`src/rtl/audio_conditioner.sv`:
```
// audio_conditioner: one-pole low-pass, optional DC blocker, saturator, frame hold register.
// Latency: in_valid at edge N -> sat/clipped at edge N+1 -> OUT at the next i2s_sampled edge (min 3 edges).
// Backpressure: none; one sample per cycle is always accepted, OUT holds between frame pulses.
//
// Ports:
//   CLK          system clock (24 MHz)
//   RST          synchronous active-high reset, priority over everything
//   IN[15:0]     signed mixer sample, taken when in_valid = 1
//   in_valid     sample strobe, may be high on consecutive cycles
//   i2s_sampled  frame pulse from the I2S stage, latches sat into OUT
//   OUT[15:0]    signed held sample for the I2S stage
//   clipped      one-cycle pulse when the saturator clamps
//
// Optional feature: define AUDIO_DCBLOCK_EN to insert the DC-blocking high-pass
// (uses DC_SHIFT). Without it hp = lp, clipped is tied low, latency is unchanged.
module audio_conditioner #(
  parameter int LP_SHIFT = 2,
  parameter int DC_SHIFT = 10
) (
  input  logic        CLK,
  input  logic        RST,
  input  logic [15:0] IN,
  input  logic        in_valid,
  input  logic        i2s_sampled,
  output logic [15:0] OUT,
  output logic        clipped
);

  // Elaboration-time parameter range guards.
  if (LP_SHIFT < 0 || LP_SHIFT > 8) begin : g_lp_range
    $error("audio_conditioner: LP_SHIFT must be 0..8");
  end
  if (DC_SHIFT < 4 || DC_SHIFT > 14) begin : g_dc_range
    $error("audio_conditioner: DC_SHIFT must be 4..14");
  end

  localparam int LPW = 16 + LP_SHIFT;

  logic signed [15:0]    in_sd;
  logic signed [LPW-1:0] lp_acc;
  logic signed [LPW-1:0] lp_next;
  logic signed [15:0]    lp;
  logic                  lp_upd;   // lp_acc changed at the previous edge
  logic signed [15:0]    sat;
  logic signed [15:0]    sat_next;

  assign in_sd = IN;
  // Accumulator holds y scaled by 2^k; the top 16 bits are the filter output.
  assign lp      = 16'(lp_acc >>> LP_SHIFT);
  assign lp_next = lp_acc + LPW'(in_sd) - LPW'(lp);

`ifdef AUDIO_DCBLOCK_EN
  localparam int DCW = 16 + DC_SHIFT;

  logic signed [DCW-1:0] dc_acc;
  logic signed [DCW-1:0] dc_next;
  logic signed [15:0]    dc;
  logic signed [16:0]    hp;
  logic                  clamp;

  assign dc      = 16'(dc_acc >>> DC_SHIFT);
  assign dc_next = dc_acc + DCW'(lp) - DCW'(dc);
  assign hp      = 17'(lp) - 17'(dc);

  // Overflow out of 16 bits shows as disagreement of the top two bits of hp.
  always_comb begin
    sat_next = hp[15:0];
    clamp    = 1'b0;
    if (hp[16:15] == 2'b01) begin
      sat_next = 16'sh7fff;
      clamp    = 1'b1;
    end else if (hp[16:15] == 2'b10) begin
      sat_next = 16'sh8000;
      clamp    = 1'b1;
    end
  end

  always_ff @(posedge CLK) begin
    if (RST) begin
      dc_acc  <= '0;
      clipped <= 1'b0;
    end else begin
      clipped <= lp_upd & clamp;
      if (lp_upd) dc_acc <= dc_next;
    end
  end
`else
  // Without the DC stage lp always fits in 16 bits, so no clamping is possible.
  assign sat_next = lp;
  assign clipped  = 1'b0;
`endif

  always_ff @(posedge CLK) begin
    if (RST) begin
      lp_acc <= '0;
      lp_upd <= 1'b0;
      sat    <= '0;
      OUT    <= '0;
    end else begin
      lp_upd <= in_valid;
      if (in_valid)    lp_acc <= lp_next;
      if (lp_upd)      sat    <= sat_next;
      // Takes the pre-edge sat: a sat update at this same edge waits a frame.
      if (i2s_sampled) OUT    <= sat;
    end
  end

endmodule
```
`config.mk`:
```
export PLATFORM = sky130hd
export DESIGN_NAME = audio_conditioner
export DESIGN_NICKNAME = d
export VERILOG_FILES = /design/src/rtl/audio_conditioner.sv
export SDC_FILE = /design/constraint.sdc
export NUM_CORES = 1
export LEC_CHECK = 0
export BUFFER_PORTS_ARGS = -buffer_cell sky130_fd_sc_hd__clkbuf_2
export CORE_ASPECT_RATIO = 0.8
export CORE_UTILIZATION = 30
export CTS_BUF_LIST = sky130_fd_sc_hd__clkbuf_8
export CTS_CLUSTER_SIZE = 14
export DETAILED_ROUTE_END_ITERATION = 8
export GPL_ROUTABILITY_DRIVEN = 0
export PLACE_DENSITY = 0.46
export SLEW_MARGIN = 40
export SYNTH_ARGS = -nofsm -noshare
export SYNTH_HDL_FRONTEND = slang
export SYNTH_SLANG_ARGS = --single-unit
```
`constraint.sdc`:
```
create_clock -name CLK -period 8.1 [get_ports CLK]
set_input_delay 1.62 -clock CLK [delete_from_list [all_inputs] [get_ports CLK]]
set_output_delay 1.62 -clock CLK [all_outputs]
set_load 0.03 [all_outputs]
```
==> results of run 1 <==
[metal layers]
layer / vias up / part of all wire [%] / global-route usage, %
met5: - / 0 / 0
met4: 0 / 0.97 / 3.42
met3: 7 / 3.0 / 2.89
met2: 38 / 42 / 21.1
met1: 1253 / 54 / 21.2
li1: 1357 / - / -
[path summary, 6_finish.rpt]
kind	start	end	slack, ps	cells after the start
setup / recovery	IN[10]	lp_acc[14]	4100	11
hold / removal	lp_acc[1]	lp_acc[1]	490	2
setup reg to reg	lp_acc[10]	lp_acc[14]	5030	10
hold reg to reg	lp_acc[1]	lp_acc[1]	490	2
[per-stage QoR]
stage / power (mW) / utilization [%] / cell area, um^2
floorplan: 0.989 / - / 3380
detailed placement: 1.16 / 33.5 / 3660
finish: 1.32 / 34.3 / 3750
CTS: 1.34 / 34.3 / 3750
global route: 1.46 / 34.3 / 3750
global placement: 1.16 / 33.4 / 3660
[cell families (layout without fill, tap and decap cells)]
group,count (synthesis),in the layout
DFF,51,51
other,1,1
muxes,41,41
AOI/OAI and AO/OA,62,62
and+or+nand+nor,108,108
adders and majority gates,36,36
buffers and inverters,91,114
xor gates and xnor gates,7,7
[power groups by stage]
stage,clock (mW),sequential [mW],combinational (mW)
after floorplan,0,0.323,0.666
after global placement,0,0.340,0.825
after detailed placement,0,0.340,0.824
after CTS,0.169,0.334,0.832
after global routing,0.178,0.338,0.948
final,0.160,0.332,0.832
[tightest hold or removal path: stages, from the launching register on]
cell and delay [ps]:
dfxtp_1 330, nor2_1 80, a211oi_1 40
[state kept, by name (all words and copies together) (netlist names)]
signal / cells
sat: 16
lp_upd: 1
OUT: 16
lp_acc: 18
[final cells by class]
cell class | instances | area [um^2]
flip-flops and latches | 51 | 1020
fillers | 1175 | 7180
clock inverters | 3 | 22.5
repair buffers | 36 | 183
multi-input cells | 255 | 2010
well taps | 144 | 180
clock buffers | 5 | 68.8
inverters | 70 | 263
[cell usage in the layout, fill, tap and decap left out, drive strengths merged, types with 2 or more instances in the layout]
cell type  Yosys  layout
o21ai          4       4
clkbuf        11      40
or3            5       5
ha            19      19
nor2          54      54
nor3           4       4
nand2b         2       2
a31oi          2       2
a21o           8       8
xor2           2       2
a21boi         2       2
o211ai         6       6
dfxtp         51      51
a211o          2       2
o21a           4       4
fa            17      17
nand4          5       5
a21oi         15      15
mux2i         40      40
or2            3       3
o41ai          2       2
a211oi         4       4
nand2         19      19
nand3          8       8
a2111o         2       2
xnor2          5       5
inv           70      72
==> impl_metrics.tcl, run 1 <==
set metrics [dict create \
    ys_seq_elements 51 \
    io-pin-count 37 \
    finalWorstSetupSlack_ps 4100 \
    antenna_found_initial 0 \
    timing.fmax_mhz 250 \
    drtPass1Iterations 4 \
    die_h_um 97.0 \
    synth_nets 453 \
    p_int_uw 703 \
    synth_edf_count 0 \
    setup_tns_ps 0 \
    hp-class "flip-flop to flip-flop" \
    grt_pass1_vias 2504 \
    seq_power_share_pct 25.1 \
    fin_crit_ps 4000 \
    grt_usage_pct 14.3 \
    holdBufCountCts 0 \
    synth_common_cells "70 x inv_1, 54 x nor2_1, 51 x dfxtp_1" \
    overflow 0 \
    drt-vias-per-instance 4.71 \
    holdWs_ps 487 \
    synth-adder-area-share_pct 17.1 \
    antennaDiodeCount 0 \
    synth_xor_area_share_pct 1.81 \
    finalHoldViolCount 0 \
    insertion_delay_ps 320 \
    cap_viol_max_count 0 \
    rsz0062_at_grt "no" \
    start_util_pct 30.9 \
    synth_ff_type "dfxtp_1" \
    synth_compound_area_share_pct 13.5 \
    path_clk_slew_ps 110 \
    worst_slew_pin_slew_ps 685 \
    path_buf_inv 3 \
    synth.avg_cell_area_um2 8.52 \
    switchingPower_uw 621 \
    synthTopCellsByArea "dfxtp_1 30%, mux2i_1 12%, fa_1 10%" \
    core_mm2 0.0109 \
    clock_path_buffers 2 \
    first_iter_violations 150 \
    cp_slowest_cell "fa_1" \
    start_kind "input port" \
    port_buffers 35 \
    row_count 34 \
    instances_no_fill 564 \
    layout-drive-gt1-share_pct 11.9 \
    root_buffer "clkbuf_8" \
    async_reset_ff_share_pct 0 \
    dieWidth_um 121 \
    seq_area_frac_synth_pct 30.2 \
    drv_slew 0 \
    drc 0 \
    pwr-share-comb_pct 62.8 \
    grt_max_degree 66 \
    status "complete, no violations" \
    wl_per_cell_um 13.9 \
    fin_skew_ps 8.75 \
    h-tree-depth 2 \
    cp.required_ps 8290 \
    grt_pass1_wl_um 13200 \
    yosys.area_share.simple_pct 14.8 \
    fin_crit_sh_pct 49.4 \
    vias 2655 \
    cp_max_fo 10 \
    dpl.hpwl_um 5890 \
    netlist-cell-type-count 57 \
    postCtsResizedCells 0 \
    nets 475 \
    synthMuxAreaShare_pct 12.2 \
    netlist_instances 397 \
    cp_slowest_stage_delay_ps 520 \
    clock_sinks 51 \
    dp_slack_ps 3760 \
    syn_to_final_growth_pct 10.8 \
    peakVddDrop_mv 0.162 \
    crit_arrival_ps 4190 \
    swShare_pct 46.9 \
    post-place-cells 556 \
    routed_wl_um 7820 \
    crit_type "input port to flip-flop" \
    end_kind "flip-flop" \
    crit_chain "clkbuf_2 > inv_1 > fa_1 > inv_1 > ha_1 > a21oi_1 > nand2_1 > o311a_1 > o41ai_1 > mux2i_1 > o31ai_1" \
    post-synth-top-count-cell "inv_1" \
    numCtsBuffers 5 \
    synthesis.area_mm2 0.00338 \
    relSlewSlack_pct 54.3 \
    post_cts_buffers 0 \
    synth_top_family_by_area "adder cells" \
    cts_tree "yes" \
    clock_power_share_pct 12.1 \
    crit_family "compound AO/OA/AOI/OAI gates" \
    total_leakage_power_nw 1.77 \
    crit_top_cell "inv_1" \
    p_per_area_mw_per_mm2 353 \
    setup_viol 0 \
    yosysTopAreaCellShare_pct 30.2 \
    dieArea_mm2 0.0117 \
    yosysTopAreaCell "dfxtp_1" \
    yosys_warnings 0 \
    final_antenna_net_count 0 \
]
(Power assumes the default switching activity.)
==> run 2, diff against run 1 <==
--- a/config.mk
+++ b/config.mk
@@ -12,7 +12,7 @@
 export CTS_CLUSTER_SIZE = 14
 export DETAILED_ROUTE_END_ITERATION = 8
 export GPL_ROUTABILITY_DRIVEN = 0
-export PLACE_DENSITY = 0.46
+export PLACE_DENSITY = 0.48
 export SLEW_MARGIN = 40
 export SYNTH_ARGS = -nofsm -noshare
 export SYNTH_HDL_FRONTEND = slang
==> constraint.sdc (replaced) <==
create_clock -name CLK -period 3.5 [get_ports CLK]
set_input_delay 0.7 -clock CLK [delete_from_list [all_inputs] [get_ports CLK]]
set_output_delay 0.7 -clock CLK [all_outputs]
set_load 0.03 [all_outputs]
==> impl_metrics.tcl, run 2 (same netlist as run 1, synthesis figures left out) <==
set metrics [dict create \
    path_clk_slew_ps 100 \
    pwr-share-comb_pct 64.5 \
    nets 484 \
    fill_cells 1125 \
    largest_reg_flops 18 \
    final_cell_mix "71 x inv_1, 54 x nor2_1, 50 x dfxtp_1, 40 x mux2i_1, 35 x clkbuf_2" \
    cp.depth 11 \
    dpl.hpwl_um 6170 \
    routed_wl_um 7930 \
    switchingPower_mw 1.44 \
    final_area_mm2 0.00381 \
    cp_slowest_cell "fa_1" \
    cp-endpoint "lp_acc[17]" \
    vias 2672 \
    end_kind "flip-flop" \
    rsz0062_at_grt "no" \
    crit_type "input port to flip-flop" \
    cp_max_fo 6 \
    r2r_start "lp_acc[11]" \
    port_buffers 35 \
    min_from "lp_acc[1]" \
    dieWidth_um 121 \
    fin_crit_ps 3030 \
    fin_crit_sh_pct 86.6 \
    antennaDiodeCount 0 \
    r2r_cells 10 \
    grt_pass1_wl_um 13000 \
    drt-vias-per-instance 4.66 \
    drv_slew 0 \
    top_register "lp_acc" \
    dieArea_mm2 0.0117 \
    die_h_um 97.0 \
    p_per_area_mw_per_mm2 823 \
    swShare_pct 45.9 \
    rrSetupSlack_ps 480 \
    worst_slew_pin_slew_ps 651 \
    seq_power_share_pct 24.5 \
    finalHoldViolCount 0 \
    cts_tree "yes" \
    crit_family "adder cells" \
    p_int_mw 1.70 \
    status "complete, no violations" \
    holdBufCountCts 0 \
    grt_usage_pct 14.3 \
    core_mm2 0.0109 \
    grt_max_degree 36 \
    cp_slowest_stage_delay_ps 520 \
    total_leakage_power_nw 1.80 \
    path_buf_inv 3 \
    start_kind "input port" \
    timing.rr.end "lp_acc[17]" \
    io-pin-count 37 \
    timing.fmax_mhz 330 \
    insertion_delay_ps 310 \
    h-tree-depth 2 \
    setup_tns_ps 0 \
    overflow 0 \
    peakVddDrop_mv 0.235 \
    syn_to_final_growth_pct 12.7 \
    final_common_cell "inv_1" \
    crit_arrival_ps 3240 \
    clock_path_buffers 2 \
    start_util_pct 30.9 \
    cap_viol_max_count 0 \
    final_antenna_net_count 0 \
    instances_no_fill 573 \
    wl_per_cell_um 13.8 \
    reg_top3 "lp_acc (18), OUT (16), sat (16)" \
    relSlewSlack_pct 56.6 \
    numCtsBuffers 5 \
    place_area_mm2 0.00372 \
    crit_start "IN[11]" \
    drtPass1Iterations 4 \
    hp-class "flip-flop to flip-flop" \
    post-place-cells 565 \
    cp.required_ps 3710 \
    row_count 34 \
    root_buffer "clkbuf_8" \
    holdWs_ps 497 \
    fin_skew_ps 7.75 \
    post_cts_buffers 0 \
    drc 0 \
    grt_pass1_vias 2547 \
    setup_viol 0 \
    layout-drive-gt1-share_pct 13.5 \
    clock_power_share_pct 11.0 \
    clock_sinks 51 \
    postCtsResizedCells 0 \
    antenna_found_initial 0 \
    first_iter_violations 139 \
    crit_chain "clkbuf_2 > inv_1 > fa_1 > inv_1 > ha_1 > or2_0 > a21o_1 > a211oi_1 > or3b_1 > o211ai_1 > mux2_1" \
    crit_top_cell "inv_1" \
]
## run 2: cell count changes in the layout (fill, tap and decap cells not counted)
cell	before	now
buf_4	1	10
inv_1	70	71
clkinvlp_4	0	1
inv_6	2	0
## run 2: worst min-delay path by stage
stage          slack (ps)         to  depth (start not counted)
6_report              500  lp_acc[1]                          2
3_3_place_gp          470  lp_acc[1]                          2
3_5_place_dp          480  lp_acc[1]                          2
4_1_cts               500  lp_acc[1]                          2
2_1_floorplan         460  lp_acc[1]                          2
5_1_grt               510  lp_acc[1]                          2
## run 2: stage by stage
step / setup slack, ps / power, mW / utilization [%]
floorplan: 379 / 2.29 / -
global placement: 179 / 2.79 / 34.1
detailed placement: 132 / 2.79 / 34.1
CTS: 483 / 3.15 / 34.8
global route: 289 / 3.48 / 34.8
finish: 468 / 3.14 / 34.8
## run 2: area by class of cell
| type | instances | area [um^2] | share of cell area (%) |
|---|---|---|---|
| multi-input cells | 255 | 2010 | 52.7 |
| flip-flops and latches | 51 | 1020 | 26.8 |
| inverters | 70 | 263 | 6.90 |
| repair buffers | 45 | 250 | 6.57 |
| well taps | 144 | 180 | 4.73 |
| clock buffers | 5 | 68.8 | 1.81 |
| clock inverters | 3 | 16.3 | 0.427 |
## run 2: worst reg2reg max path, stage by stage, from the launching register on
cell and delay [ps]:
dfxtp_1 430, inv_1 90, fa_1 500, inv_1 40, ha_1 360, or2_0 270
a21o_1 210, a211oi_1 220, or3b_1 360, o211ai_1 110, mux2_1 330
## run 2: layer usage
| layer | routed length (um) | GRT usage [%] | vias to the layer above | share of wire (%) |
|---|---|---|---|---|
| met3 | 301 | 2.77 | 7 | 3.8 |
| met2 | 3290 | 20.4 | 49 | 41 |
| met1 | 4290 | 21.7 | 1240 | 54 |
| li1 | - | - | 1376 | - |
| met4 | 57 | 3.42 | 0 | 0.72 |
| met5 | 0 | 0 | - | 0 |
## run 2: power by group through the flow
stage / Clock (mW) / Sequential [mW] / Combinational (mW)
2_1_floorplan: 0 / 0.747 / 1.54
3_3_place_gp: 0 / 0.787 / 2.00
3_5_place_dp: 0 / 0.787 / 2.00
4_1_cts: 0.363 / 0.773 / 2.02
5_1_grt: 0.385 / 0.785 / 2.31
6_report: 0.344 / 0.769 / 2.02
==> run 3, diff against run 2 <==
--- a/config.mk
+++ b/config.mk
@@ -5,6 +5,7 @@
 export SDC_FILE = /design/constraint.sdc
 export NUM_CORES = 1
 export LEC_CHECK = 0
+export ABC_AREA = 1
 export BUFFER_PORTS_ARGS = -buffer_cell sky130_fd_sc_hd__clkbuf_2
 export CORE_ASPECT_RATIO = 0.8
 export CORE_UTILIZATION = 30
==> impl_metrics.tcl, run 3 <==
set metrics [dict create \
    status "complete, no violations" \
    dp_slack_ps 687 \
    hold_depth 2 \
    yosysTopAreaCellShare_pct 31.0 \
    nets 550 \
    postCtsResizedCells 0 \
    reg_top3 "lp_acc (18), OUT (16), sat (16)" \
    antenna_found_initial 0 \
    synth.avg_cell_area_um2 7.06 \
    synth_nets 522 \
    relSlewSlack_pct 46.7 \
    clock_path_buffers 2 \
    path_clk_slew_ps 110 \
    crit_type "input port to flip-flop" \
    fin_crit_ps 2470 \
    routed_wl_um 7820 \
    seq_area_frac_synth_pct 31.0 \
    row_count 33 \
    rsz0062_at_grt "no" \
    dpl.hpwl_um 6150 \
    numCtsBuffers 5 \
    port_buffers 35 \
    seq_power_share_pct 20.3 \
    post_cts_buffers 0 \
    end_kind "flip-flop" \
    final_common_cell "inv_1" \
    synth_edf_count 0 \
    synthTopCellsByArea "dfxtp_1 31%, inv_1 13%, fa_1 10%" \
    rrSetupSlack_ps 1110 \
    async_reset_ff_share_pct 0 \
    yosys_warnings 0 \
    switchingPower_mw 1.95 \
    cts_tree "yes" \
    cp_slowest_stage_delay_ps 530 \
    overflow 0 \
    layout-drive-gt1-share_pct 11.7 \
    final_cell_mix "109 x inv_1, 57 x nand2_1, 51 x o21ai_0, 50 x dfxtp_1, 49 x a21oi_1" \
    ys_seq_elements 51 \
    place_area_mm2 0.00358 \
    r2r_start "lp_acc[8]" \
    fin_crit_sh_pct 70.5 \
    crit_top_cell "inv_1" \
    synth_ff_type "dfxtp_1" \
    antennaDiodeCount 0 \
    wl_per_cell_um 12.3 \
    drc 0 \
    dieWidth_um 119 \
    final_area_mm2 0.00369 \
    start_util_pct 31.5 \
    die_h_um 95.7 \
    clock_power_share_pct 11.4 \
    finalWorstSetupSlack_ps 1030 \
    post-synth-top-count-cell "inv_1" \
    vias 2796 \
    pwr-share-comb_pct 68.3 \
    drtPass1Iterations 4 \
    cap_viol_max_count 0 \
    top_register "lp_acc" \
    drv_slew 0 \
    worst_hold_path.endpoint "lp_acc[0]" \
    core_mm2 0.0104 \
    first_iter_violations 176 \
    cp_max_fo 4 \
    cp_slowest_cell "fa_1" \
    netlist_instances 466 \
    p_int_mw 1.84 \
    fin_skew_ps 11.6 \
    root_buffer "clkbuf_8" \
    p_per_area_mw_per_mm2 1020 \
    finalHoldViolCount 0 \
    crit_arrival_ps 2700 \
    crit_family "adder cells" \
    grt_max_degree 37 \
    largest_reg_flops 18 \
    final_antenna_net_count 0 \
    peakVddDrop_mv 0.321 \
    setup_viol 0 \
    dieArea_mm2 0.0114 \
    r2r_cells 14 \
    worst_slew_pin_slew_ps 798 \
    fill_cells 1150 \
    total_leakage_power_nw 1.97 \
    crit_chain "clkbuf_2 > inv_1 > fa_1 > inv_1 > ha_1 > nand2_2 > inv_1 > a21oi_1 > nand3_2 > nand2_2 > nand2_1 > nand2_1 > nand3_1 > nand2_1 > inv_1" \
    insertion_delay_ps 320 \
    grt_usage_pct 15.1 \
    cp.required_ps 3730 \
    grt_pass1_vias 2769 \
    synthesis.area_mm2 0.00329 \
    min_from "lp_acc[0]" \
    synth_common_cells "110 x inv_1, 57 x nand2_1, 51 x dfxtp_1, 51 x o21ai_0, 49 x a21oi_1" \
    clock_sinks 51 \
    yosysTopAreaCell "dfxtp_1" \
    drt-vias-per-instance 4.40 \
    grt_pass1_wl_um 13400 \
    setup_tns_ps 0 \
    timing.fmax_mhz 405 \
    hp-class "flip-flop to flip-flop" \
    io-pin-count 37 \
    syn_to_final_growth_pct 12.2 \
    netlist-cell-type-count 24 \
    start_kind "input port" \
    path_buf_inv 5 \
    timing.rr.end "lp_acc[17]" \
    holdBufCountCts 0 \
    h-tree-depth 2 \
    swShare_pct 51.5 \
]
run 3: cell types whose count changed after synthesis, sizes merged, moves of 6 or more:
cell | before | now
inv | 70 | 110
o211ai | 6 | 0
buf | 10 | 2
nand2 | 19 | 65
mux2i | 40 | 0
nand3 | 8 | 24
a21oi | 15 | 50
a21o | 8 | 0
o21ai | 4 | 51
xor2 | 2 | 8
run 3: cell families after synthesis:
logic type | share of synthesized area, %
other cells | 0.114
fa+ha+maj | 17.6
buf+inv | 14.4
compound gates | 15.5
flops | 31.0
simple gates | 18.7
xor+xnor | 2.66
run 3: worst register-to-register path: stages, from the launching register on:
cell	delay (ps)
dfxtp_1	360
inv_1	100
fa_1	510
inv_1	40
ha_1	360
nand2_2	120
inv_1	90
a21oi_1	180
nand3_2	170
nand2_2	100
nand2_1	60
nand2_1	60
nand3_1	60
nand2_1	70
inv_1	40
run 3: metrics by stage:
step / util, % / hold WS (ps) / power, mW / instances
2_1_floorplan: - / 440 / 2.78 / 466
3_3_place_gp: 34.3 / 458 / 3.35 / 627
3_5_place_dp: 34.3 / 462 / 3.36 / 627
4_1_cts: 35.3 / 478 / 3.81 / 635
5_1_grt: 35.3 / 519 / 4.27 / 635
6_report: 35.3 / 472 / 3.78 / 635
run 3: per-layer routing:
metal / track usage [%] / vias to the layer above / part of all wire, %
li1: - / 1486 / -
met1: 20.9 / 1262 / 53
met2: 24.2 / 44 / 43
met3: 2.93 / 4 / 3.9
met4: 3.69 / 0 / 0.68
met5: 0 / - / 0
run 3: area by class of cell:
cell class                      instances  area (um^2)  share of cell area, %
Clock inverter                          3         43.8                   1.19
Clock buffer                            5         68.8                   1.86
Sequential cell                        51         1020                   27.7
Inverter                              110          413                   11.2
Timing Repair Buffer                   35          175                   4.74
Tap cell                              140          175                   4.74
Multi-Input combinational cell        291         1790                   48.6
run 3: power groups by stage:
stage                     sequential [mW]  combinational [mW]  clock [mW]
after CTS                           0.770                2.59       0.453
final                               0.769                2.58       0.431
after global routing                0.785                3.01       0.475
after detailed placement            0.784                2.57           0
after floorplan                     0.782                2.00           0
after global placement              0.781                2.57           0
run 3: how the worst max path moves through the flow:
| stage | cells after the start | endpoint | startpoint | slack (ps) |
|---|---|---|---|---|
| 2_1_floorplan | 11 | lp_acc[9] | IN[7] | 990 |
| 3_3_place_gp | 12 | lp_acc[9] | IN[7] | 670 |
| 3_5_place_dp | 12 | lp_acc[9] | IN[7] | 690 |
| 4_1_cts | 12 | lp_acc[9] | IN[7] | 1040 |
| 5_1_grt | 15 | lp_acc[12] | IN[7] | 810 |
| 6_report | 15 | lp_acc[17] | IN[7] | 1030 |
